`src/rtl/run_network_mc_if.sv`:
```
// Host-side bus of the run controller: request, abort, pixels and result.
// master: requester drives start/abort/pixels; slave: controller reports status.
interface run_network_mc_if #(
  parameter int HEIGHT  = 7,
  parameter int CLASSES = 2
);
  localparam int CW = $clog2(CLASSES);

  logic              start;
  logic              abort;
  logic [HEIGHT-1:0] pixels;
  logic              busy;
  logic              done;
  logic              result_valid;
  logic [CW-1:0]     result_class;
  logic              result_known;

  modport master (
    output start, abort, pixels,
    input  busy, done, result_valid, result_class, result_known
  );

  modport slave (
    input  start, abort, pixels,
    output busy, done, result_valid, result_class, result_known
  );
endinterface

```
`src/rtl/run_network_mc.sv`:
```
// Run controller for CLASSES parallel spiking networks sharing one pixel vector.
// Ports: clk, rst_n (sync, active low), host (slave bus), class_spike, pixels_q, net_rst, net_en.
module run_network_mc #(
  parameter int WIDTH      = 8,
  parameter int HEIGHT     = 7,
  parameter int CLASSES    = 2,
  parameter int RUN_CYCLES = HEIGHT * (2 ** (WIDTH + 2)),
  parameter int EARLY_LEAD = 0,
  parameter int CNT_W      = $clog2(RUN_CYCLES + 1)
) (
  input  logic               clk,
  input  logic               rst_n,
  run_network_mc_if.slave    host,
  input  logic [CLASSES-1:0] class_spike,
  output logic [HEIGHT-1:0]  pixels_q,
  output logic               net_rst,
  output logic               net_en
);

  localparam int CW = $clog2(CLASSES);
  localparam int IW = $clog2(RUN_CYCLES + 1);
  localparam logic [31:0] LEAD = 32'(EARLY_LEAD);
  localparam logic [CNT_W-1:0] CMAX = {CNT_W{1'b1}};
  localparam logic [IW-1:0] LAST = IW'(RUN_CYCLES - 1);

  typedef enum logic [1:0] {
    IDLE,
    CLEAR,
    RUN,
    DECIDE
  } state_t;

  typedef struct packed {
    logic [CNT_W-1:0] top;
    logic [CNT_W-1:0] second;
    logic [CW-1:0]    idx;
  } rank_t;

  state_t state;
  state_t state_n;

  logic [CNT_W-1:0] cnt   [CLASSES];
  logic [CNT_W-1:0] cnt_n [CLASSES];
  logic [IW-1:0]    iter;

  logic [CNT_W-1:0] lead_n;
  logic             stop_early;
  logic             last;
  logic             accept;
  rank_t            rd;
  logic             known;

  // Leader value/index (lowest index on ties) and the best of the rest.
  // A tie for first makes second equal to top.
  function automatic rank_t rank(input logic [CNT_W-1:0] v [CLASSES]);
    rank_t r;
    r.top    = v[0];
    r.second = '0;
    r.idx    = '0;
    for (int c = 1; c < CLASSES; c++) begin
      if (v[c] > r.top) begin
        r.second = r.top;
        r.top    = v[c];
        r.idx    = CW'(c);
      end else if (v[c] > r.second) begin
        r.second = v[c];
      end
    end
    return r;
  endfunction

  function automatic logic [CNT_W-1:0] lead_of(
    input logic [CNT_W-1:0] v [CLASSES]
  );
    rank_t r;
    r = rank(v);
    return r.top - r.second;
  endfunction

  always_comb begin
    for (int c = 0; c < CLASSES; c++) begin
      cnt_n[c] = cnt[c];
      if (class_spike[c] && cnt[c] != CMAX) begin
        cnt_n[c] = cnt[c] + CNT_W'(1);
      end
    end
  end

  // Early stop looks at counts including this cycle's spikes.
  assign lead_n     = lead_of(cnt_n);
  assign stop_early = (EARLY_LEAD != 0) && (32'(lead_n) >= LEAD);
  assign last       = (iter == LAST);
  assign accept     = (state == IDLE) && host.start && !host.abort;

  assign rd    = rank(cnt);
  assign known = (rd.top != '0) && (rd.top != rd.second);

  always_ff @(posedge clk) begin
    if (!rst_n) begin
      state <= IDLE;
    end else begin
      state <= state_n;
    end
  end

  always_comb begin
    state_n = state;
    unique case (state)
      IDLE: begin
        if (accept) state_n = CLEAR;
      end
      CLEAR: begin
        state_n = host.abort ? IDLE : RUN;
      end
      RUN: begin
        if (host.abort) begin
          state_n = IDLE;
        end else if (last || stop_early) begin
          state_n = DECIDE;
        end
      end
      DECIDE: begin
        state_n = IDLE;
      end
      default: state_n = IDLE;
    endcase
  end

  // Outputs are registered from the next state so they align with it.
  always_ff @(posedge clk) begin
    if (!rst_n) begin
      pixels_q          <= '0;
      net_rst           <= 1'b0;
      net_en            <= 1'b0;
      host.busy         <= 1'b0;
      host.done         <= 1'b0;
      host.result_valid <= 1'b0;
      host.result_class <= '0;
      host.result_known <= 1'b0;
      iter              <= '0;
      for (int c = 0; c < CLASSES; c++) cnt[c] <= '0;
    end else begin
      net_rst   <= (state_n == CLEAR);
      net_en    <= (state_n == RUN);
      host.busy <= (state_n != IDLE);
      host.done <= 1'b0;
      if (accept) begin
        pixels_q          <= host.pixels;
        host.result_valid <= 1'b0;
        iter              <= '0;
        for (int c = 0; c < CLASSES; c++) cnt[c] <= '0;
      end
      if (state == RUN) begin
        iter <= iter + IW'(1);
        for (int c = 0; c < CLASSES; c++) cnt[c] <= cnt_n[c];
      end
      if (state == DECIDE && !host.abort) begin
        host.done         <= 1'b1;
        host.result_valid <= 1'b1;
        host.result_known <= known;
        host.result_class <= known ? rd.idx : '0;
      end
    end
  end

endmodule

```
`src/flat_wrapper.sv`:
```
// flat-port wrapper written by rule: the top's interface ports become plain ports
module run_network_mc_flat 
#(
  parameter int WIDTH      = 8,
  parameter int HEIGHT     = 7,
  parameter int CLASSES    = 2,
  parameter int RUN_CYCLES = HEIGHT * (2 ** (WIDTH + 2)),
  parameter int EARLY_LEAD = 0,
  parameter int CNT_W      = $clog2(RUN_CYCLES + 1)
)
  (clk, rst_n, class_spike, pixels_q, net_rst, net_en, host_start, host_abort, host_pixels, host_busy, host_done, host_result_valid, host_result_class, host_result_known);
  run_network_mc_if #(.HEIGHT(HEIGHT), .CLASSES(CLASSES)) host_i ();
  input  logic clk;
  input  logic rst_n;
  input  logic [CLASSES-1:0] class_spike;
  output logic [HEIGHT-1:0] pixels_q;
  output logic net_rst;
  output logic net_en;
  input wire logic [$bits(host_i.start)-1:0] host_start;
  input wire logic [$bits(host_i.abort)-1:0] host_abort;
  input wire logic [$bits(host_i.pixels)-1:0] host_pixels;
  output wire logic [$bits(host_i.busy)-1:0] host_busy;
  output wire logic [$bits(host_i.done)-1:0] host_done;
  output wire logic [$bits(host_i.result_valid)-1:0] host_result_valid;
  output wire logic [$bits(host_i.result_class)-1:0] host_result_class;
  output wire logic [$bits(host_i.result_known)-1:0] host_result_known;
  assign host_i.start = host_start;
  assign host_i.abort = host_abort;
  assign host_i.pixels = host_pixels;
  assign host_busy = host_i.busy;
  assign host_done = host_i.done;
  assign host_result_valid = host_i.result_valid;
  assign host_result_class = host_i.result_class;
  assign host_result_known = host_i.result_known;
  run_network_mc #(.WIDTH(WIDTH), .HEIGHT(HEIGHT), .CLASSES(CLASSES), .RUN_CYCLES(RUN_CYCLES), .EARLY_LEAD(EARLY_LEAD), .CNT_W(CNT_W)) u_core (.clk(clk), .rst_n(rst_n), .host(host_i), .class_spike(class_spike), .pixels_q(pixels_q), .net_rst(net_rst), .net_en(net_en));
endmodule
```
`config.mk`:
```
export PLATFORM = sky130hd
export DESIGN_NAME = run_network_mc_flat
export DESIGN_NICKNAME = d
export VERILOG_FILES = /design/src/rtl/run_network_mc_if.sv /design/src/rtl/run_network_mc.sv /design/src/flat_wrapper.sv
export SDC_FILE = /design/constraint.sdc
export NUM_CORES = 1
export LEC_CHECK = 0
export ABC_CLOCK_PERIOD_IN_PS = 4800
export BUFFER_PORTS_ARGS = -buffer_cell sky130_fd_sc_hd__buf_2
export CAP_MARGIN = 20
export CELL_PAD_IN_SITES_DETAIL_PLACEMENT = 0
export CELL_PAD_IN_SITES_GLOBAL_PLACEMENT = 1
export CORE_ASPECT_RATIO = 1.1
export CORE_MARGIN = 5
export CORE_UTILIZATION = 39
export DETAILED_ROUTE_END_ITERATION = 8
export GPL_TIMING_DRIVEN = 1
export PLACE_DENSITY = 0.81
export SKIP_CTS_REPAIR_TIMING = 1
export SLEW_MARGIN = 25
export SYNTH_ARGS = -nofsm -noshare
export SYNTH_HDL_FRONTEND = slang
export SYNTH_SLANG_ARGS = --single-unit
```
`constraint.sdc`:
```
create_clock -name clk -period 4.8 [get_ports clk]
set_input_delay 0.24 -clock clk [delete_from_list [all_inputs] [get_ports clk]]
set_output_delay 0.24 -clock clk [all_outputs]
set_load 0.005 [all_outputs]
```
## Yosys cells after proc, flatten, opt, wreduce, memory -nomap -nowiden

Index checks and enable logic that the tools add are counted.

- Register bits: 55
- Input port bits: 13
- Output and inout bits: 14

- Add/subtract/negate cells: 3
- Order comparisons: 2
- Equality and inequality tests: 11
- Mux-type cells: 19
- Reductions and logical operators: 14

Operator list:

| kind | count |
|---|---|
| two-way mux 13 bit | 7 |
| two-way mux 26 bit | 2 |
| adder 13 x 1 -> 13 bit, second input constant | 3 |
| inequality test 13 bit, second input constant | 2 |
| == test 13 bit, second input constant | 1 |
| greater-than comparator 13 x 1 -> 1 bit, second input constant | 1 |
| greater-than comparator 13 bit | 1 |
| inequality test 13 bit | 1 |
| nonzero test 13 bit | 1 |
| two-way mux 2 bit | 4 |
| one-hot mux 2 bit (4 select lines) | 1 |
| == test 2 bit, second input constant | 3 |
| logical AND 1 bit | 6 |
| nonzero test 2 bit | 3 |
| two-way mux 1 bit | 5 |
| == test 2 x 1 -> 1 bit, second input constant | 2 |
| inequality test 2 x 1 -> 1 bit, second input constant | 2 |
| AND reduction 2 bit | 2 |
| logical NOT 2 bit | 1 |
| logical NOT 1 bit | 1 |

## Logic depth before layout (Yosys ltp)

- Depth after elaboration: 6
- Depth in mapped cells: 10
- Gate-level depth less buffers: 9

## Least setup slack after synthesis

Ideal clock, no wire load.

- Path kind: flip-flop to flip-flop
- From: register u_core.cnt[16] (netlist bit)
- To: register u_core.host.result_class
- Data arrival time: 2.133 ns
- Required time: 4.728 ns
- Slack: 2.596 ns
- Cell stages (with the launch flop): 11
- Path buffers: 1
- Period minus slack after synthesis: 2.204 ns
- Path through: dfxtp_1 clkbuf_1 inv_1 ha_1 and3_1 o21ai_0 a311o_1 a31oi_1 or3_1 a211oi_2 a2bb2oi_1

- Longest elaborated chain between the ends: 5
- Elaborated cells on any way between the ends: 8

Ends and longest elaborated chain:

| item | line | RTL |
|---|---|---|
| start, declared | run_network_mc.sv:42 | `logic [CNT_W-1:0] cnt [CLASSES];` |
| greater-than comparator 13 bit | run_network_mc.sv:61 | `if (v[c] > r.top) begin` |
| two-way mux 13 bit | run_network_mc.sv:61 |  |
| inequality test 13 bit or nonzero test 13 bit (tied branches) | run_network_mc.sv:96 | `assign known = (rd.top != '0) && (rd.top != rd.second);` |
| logical AND 1 bit | run_network_mc.sv:96 |  |
| two-way mux 1 bit * | run_network_mc.sv:161 | `host.result_class <= known ? rd.idx : '0;` |
| end signal, assigned | run_network_mc.sv:161 |  |
| end, declared | run_network_mc_if.sv:25 | `output busy, done, result_valid, result_class, result_known` |

Mark *: on every way between the ends. The rest lies on a longest branch, timed or not.
A chain may end at the register's enable or synchronous reset.

## Final worst setup path

- From: register u_core.state[1]
- To: register u_core.cnt[25] (netlist bit)

- Longest elaborated chain between the ends: 5
- Elaborated cells on any way between the ends: 8

Ends and longest elaborated chain:

| item | line | RTL |
|---|---|---|
| start, declared | run_network_mc.sv:39 | `state_t state;` |
| start signal, assigned | run_network_mc.sv:102 | `state <= state_n;` |
| logical NOT 2 bit | run_network_mc.sv:93 | `assign accept = (state == IDLE) && host.start && !host.abort;` |
| logical AND 1 bit (2 in a row) | run_network_mc.sv:93 |  |
| nonzero test 2 bit (no line) | -- |  |
| AND reduction 2 bit (no line) | -- |  |

Several ways; a longest one is shown, not always the timed one.

==> metrics.cfg <==
[die]
ios=27
die_area_mm2=0.009417
num_rows=33
die_x_um=92.98
start_util_pct=39.75
die_h_um=101.3
coreArea_mm2=0.007432

[placed_design]
dp_hpwl_mm=4.963
place_congestion=0.8529
io_buffers=26
placed_cell_area_mm2=0.003133

[setup_path]
critPathArrivalTime_ps=2700
endpoint_kind=flop
r2r-end=u_core.cnt[25]
crit_path_start_kind=flop
cp_max_fo=23
r2r_slack_ps=2300
critPathKind=reg2reg
required_ps=5000
rr_startpoint=u_core.state[1]
reg2regPathDepth=4

[pwr]
seqPwrFrac_pct=56.9
combPwrFrac_pct=4.9
pwr-share-clk_pct=38.3
peakVddDrop_mv=0.1183
p_leak_nw=1.313
netSwitchingFraction_pct=22.66
p_sw_w=0.0001848
internal-power_w=0.0006308
pwr_density_cell_mw_per_mm2=251.5

[sta]
tns_ps=0
fin_worst_skew_ps=13.52
min_period_ps=2500
drv_slew=0
setup_viol=0
fmax_mhz=399.9
rsz0062_at_grt=no
worstMarginPinSlew_ps=980.1
hold_viol=0
fin_crit_sh_pct=52.09
max_slew_margin_pct=34.49

[route]
vias=2543
drcViolationCount=0
ant_nets=0
routed_wl_mm=6.598
drt-initial-drc-count=101
dr.pass1.iters=4
viasPerCell=5.411
wire_per_inst_um=14.04

[finish]
utilization_pct=43.64
nNetsFinal=413
fin_area_mm2=0.003243
area_growth_pct=9.784
post_route_cells_drive_above_1_share_pct=11.49
antennaDiodeCount=0

[yosys]
yosys_register_bits=55
synth_flop_cell=dfxtp_1
synth_edf_count=0
syn-cell-area_mm2=0.002954
synth_nets=393
synth_cells=363
ys_types=47
async_reset_ff_share_pct=0
yosysWarnings=0
postSynthAreaPerCell_um2=8.138
ys_seq_area_share_pct=37.27

[clock_tree]
cts_root_buf=clkbuf_8
cts_sinks=55
clkTransAtPathRegs_ps=100
clock_latency_ps=320
clk_path_buf_depth=2
tritoncts=done
cts_inserted_buffers=5
htree_levels=2

[flow_run]
drv_cap=0

[worst_hold_path]
hp-class=in2reg
hold-path-endpoint=u_core.pixels_q[3]
min_path_cells=3
hold_start=host_pixels[3]

[global_routing]
antenna_found_initial=0
grt_first_pass_wirelength_mm=11.10
grt_max_degree=26
grt_pass1_vias=2325
grt_util_all_layers_pct=14.57
overflow=0

[outcome]
outcome=complete, no violations

[critical path, cell delays in order (launching register included)]
cell      delay (ps)
dfxtp_1          360
or4b_1           920
nand2_1          740
nor2_1           100
a2bb2o_1         260
[worst max-delay path by stage]
| stage | endpoint | from | cells after the start |
|---|---|---|---|
| after CTS | u_core.cnt[25] | u_core.state[1] | 4 |
| after detailed placement | u_core.cnt[25] | host_abort | 5 |
| final | u_core.cnt[25] | u_core.state[1] | 4 |
| after floorplan | u_core.host.result_class | u_core.cnt[16] | 10 |
| after global routing | u_core.cnt[25] | u_core.state[1] | 4 |
| after global placement | u_core.cnt[25] | host_abort | 5 |
[cell usage after synthesis, drive strengths merged, types with 2 or more instances]
cell type | instances | area, um^2
nand3 | 21 | 105.1
and2 | 2 | 12.51
nor3 | 6 | 35.03
o21ai | 9 | 45.04
buf | 8 | 45.04
xnor2 | 24 | 210.2
a31oi | 5 | 31.28
ha | 17 | 212.7
nor2b | 3 | 18.77
a311o | 2 | 20.02
nand4 | 7 | 43.79
a311oi | 2 | 17.52
and4 | 7 | 62.56
clkbuf | 6 | 22.52
o21a | 2 | 15.01
nand3b | 3 | 22.52
dfxtp | 55 | 1101
nor4 | 8 | 50.05
xor2 | 7 | 61.31
and3 | 10 | 62.56
mux2 | 2 | 22.52
nand2 | 41 | 153.9
nand2b | 4 | 25.02
nor2 | 51 | 191.4
a2bb2oi | 2 | 17.52
or2 | 2 | 12.51
mux2i | 2 | 20.02
inv | 19 | 71.32
a21oi | 21 | 105.1
a22oi | 3 | 22.52
[power by group through the flow]
stage                     combinational [W]  clock, W  sequential [W]
after floorplan                   0.0000238         0        0.000474
after global routing              0.0000450  0.000339        0.000465
after global placement            0.0000400         0        0.000474
after CTS                         0.0000408  0.000320        0.000464
after detailed placement          0.0000407         0        0.000474
final                             0.0000397  0.000312        0.000464
[per-stage QoR]
stage | hold slack, ps | power (W) | setup slack (ps) | std cells
final | 153.4 | 0.0008156 | 2300 | 470
after global routing | 144.8 | 0.0008488 | 2057 | 470
after CTS | 148.1 | 0.0008244 | 2251 | 470
after detailed placement | 446.3 | 0.0005151 | 2263 | 463
after global placement | 441.7 | 0.0005141 | 2317 | 463
after floorplan | 356.9 | 0.0004983 | 2596 | 363
[flip-flops by register name, summed over array words and instances, names as in the netlist]
| name | cells |
|---|---|
| u_core.state | 2 |
| u_core.host.result_valid | 1 |
| u_core.host.result_class | 1 |
| u_core.host.result_known | 1 |
| u_core.host.busy | 1 |
| u_core.pixels_q | 7 |
| u_core.cnt | 26 |
| u_core.net_en | 1 |
| u_core.net_rst | 1 |
| u_core.iter | 13 |
| u_core.host.done | 1 |
[metal layers]
layer  wire length (um)  share of wire, %  GRT usage (%)  up-vias
met2               3108                47          24.43       27
li1                   -                 -              -     1301
met3                153               2.3          2.155        6
met4                 93               1.4          4.397        0
met5                  0                 0              0        -
met1               3242                49          19.46     1209
[area by class of cell]
| cell class | count | area (um^2) |
|---|---|---|
| well taps | 87 | 108.9 |
| clock inverters | 2 | 41.29 |
| flip-flops and latches | 55 | 1101 |
| inverters | 19 | 71.32 |
| clock buffers | 5 | 68.82 |
| multi-input cells | 275 | 1714 |
| fillers | 754 | 4189 |
| repair buffers | 27 | 137.6 |
[cells by family (layout without fill, tap and decap cells)]
group	Yosys count	after routing	synth area share, %
flip-flops	55	55	37.27
multiplexers	4	4	1.440
AO/OA/AOI/OAI	53	53	11.65
buffers and inverters	33	53	4.701
XOR/XNOR	31	31	9.191
adder cells (fa/ha/maj)	17	17	7.200
AND/OR/NAND/NOR	170	170	28.55
[cell usage in the layout (no fill, tap or decap), types with 7 or more instances in the layout]
cell type   n
buf_2      26
a21oi_1    21
inv_1      19
nor2_1     51
o21ai_0     9
nor4_1      8
ha_1       17
xor2_1      7
nand4_1     7
nand3_1    21
dfxtp_1    55
and3_1     10
nand2_1    41
xnor2_1    24
(Power assumes the default switching activity.)
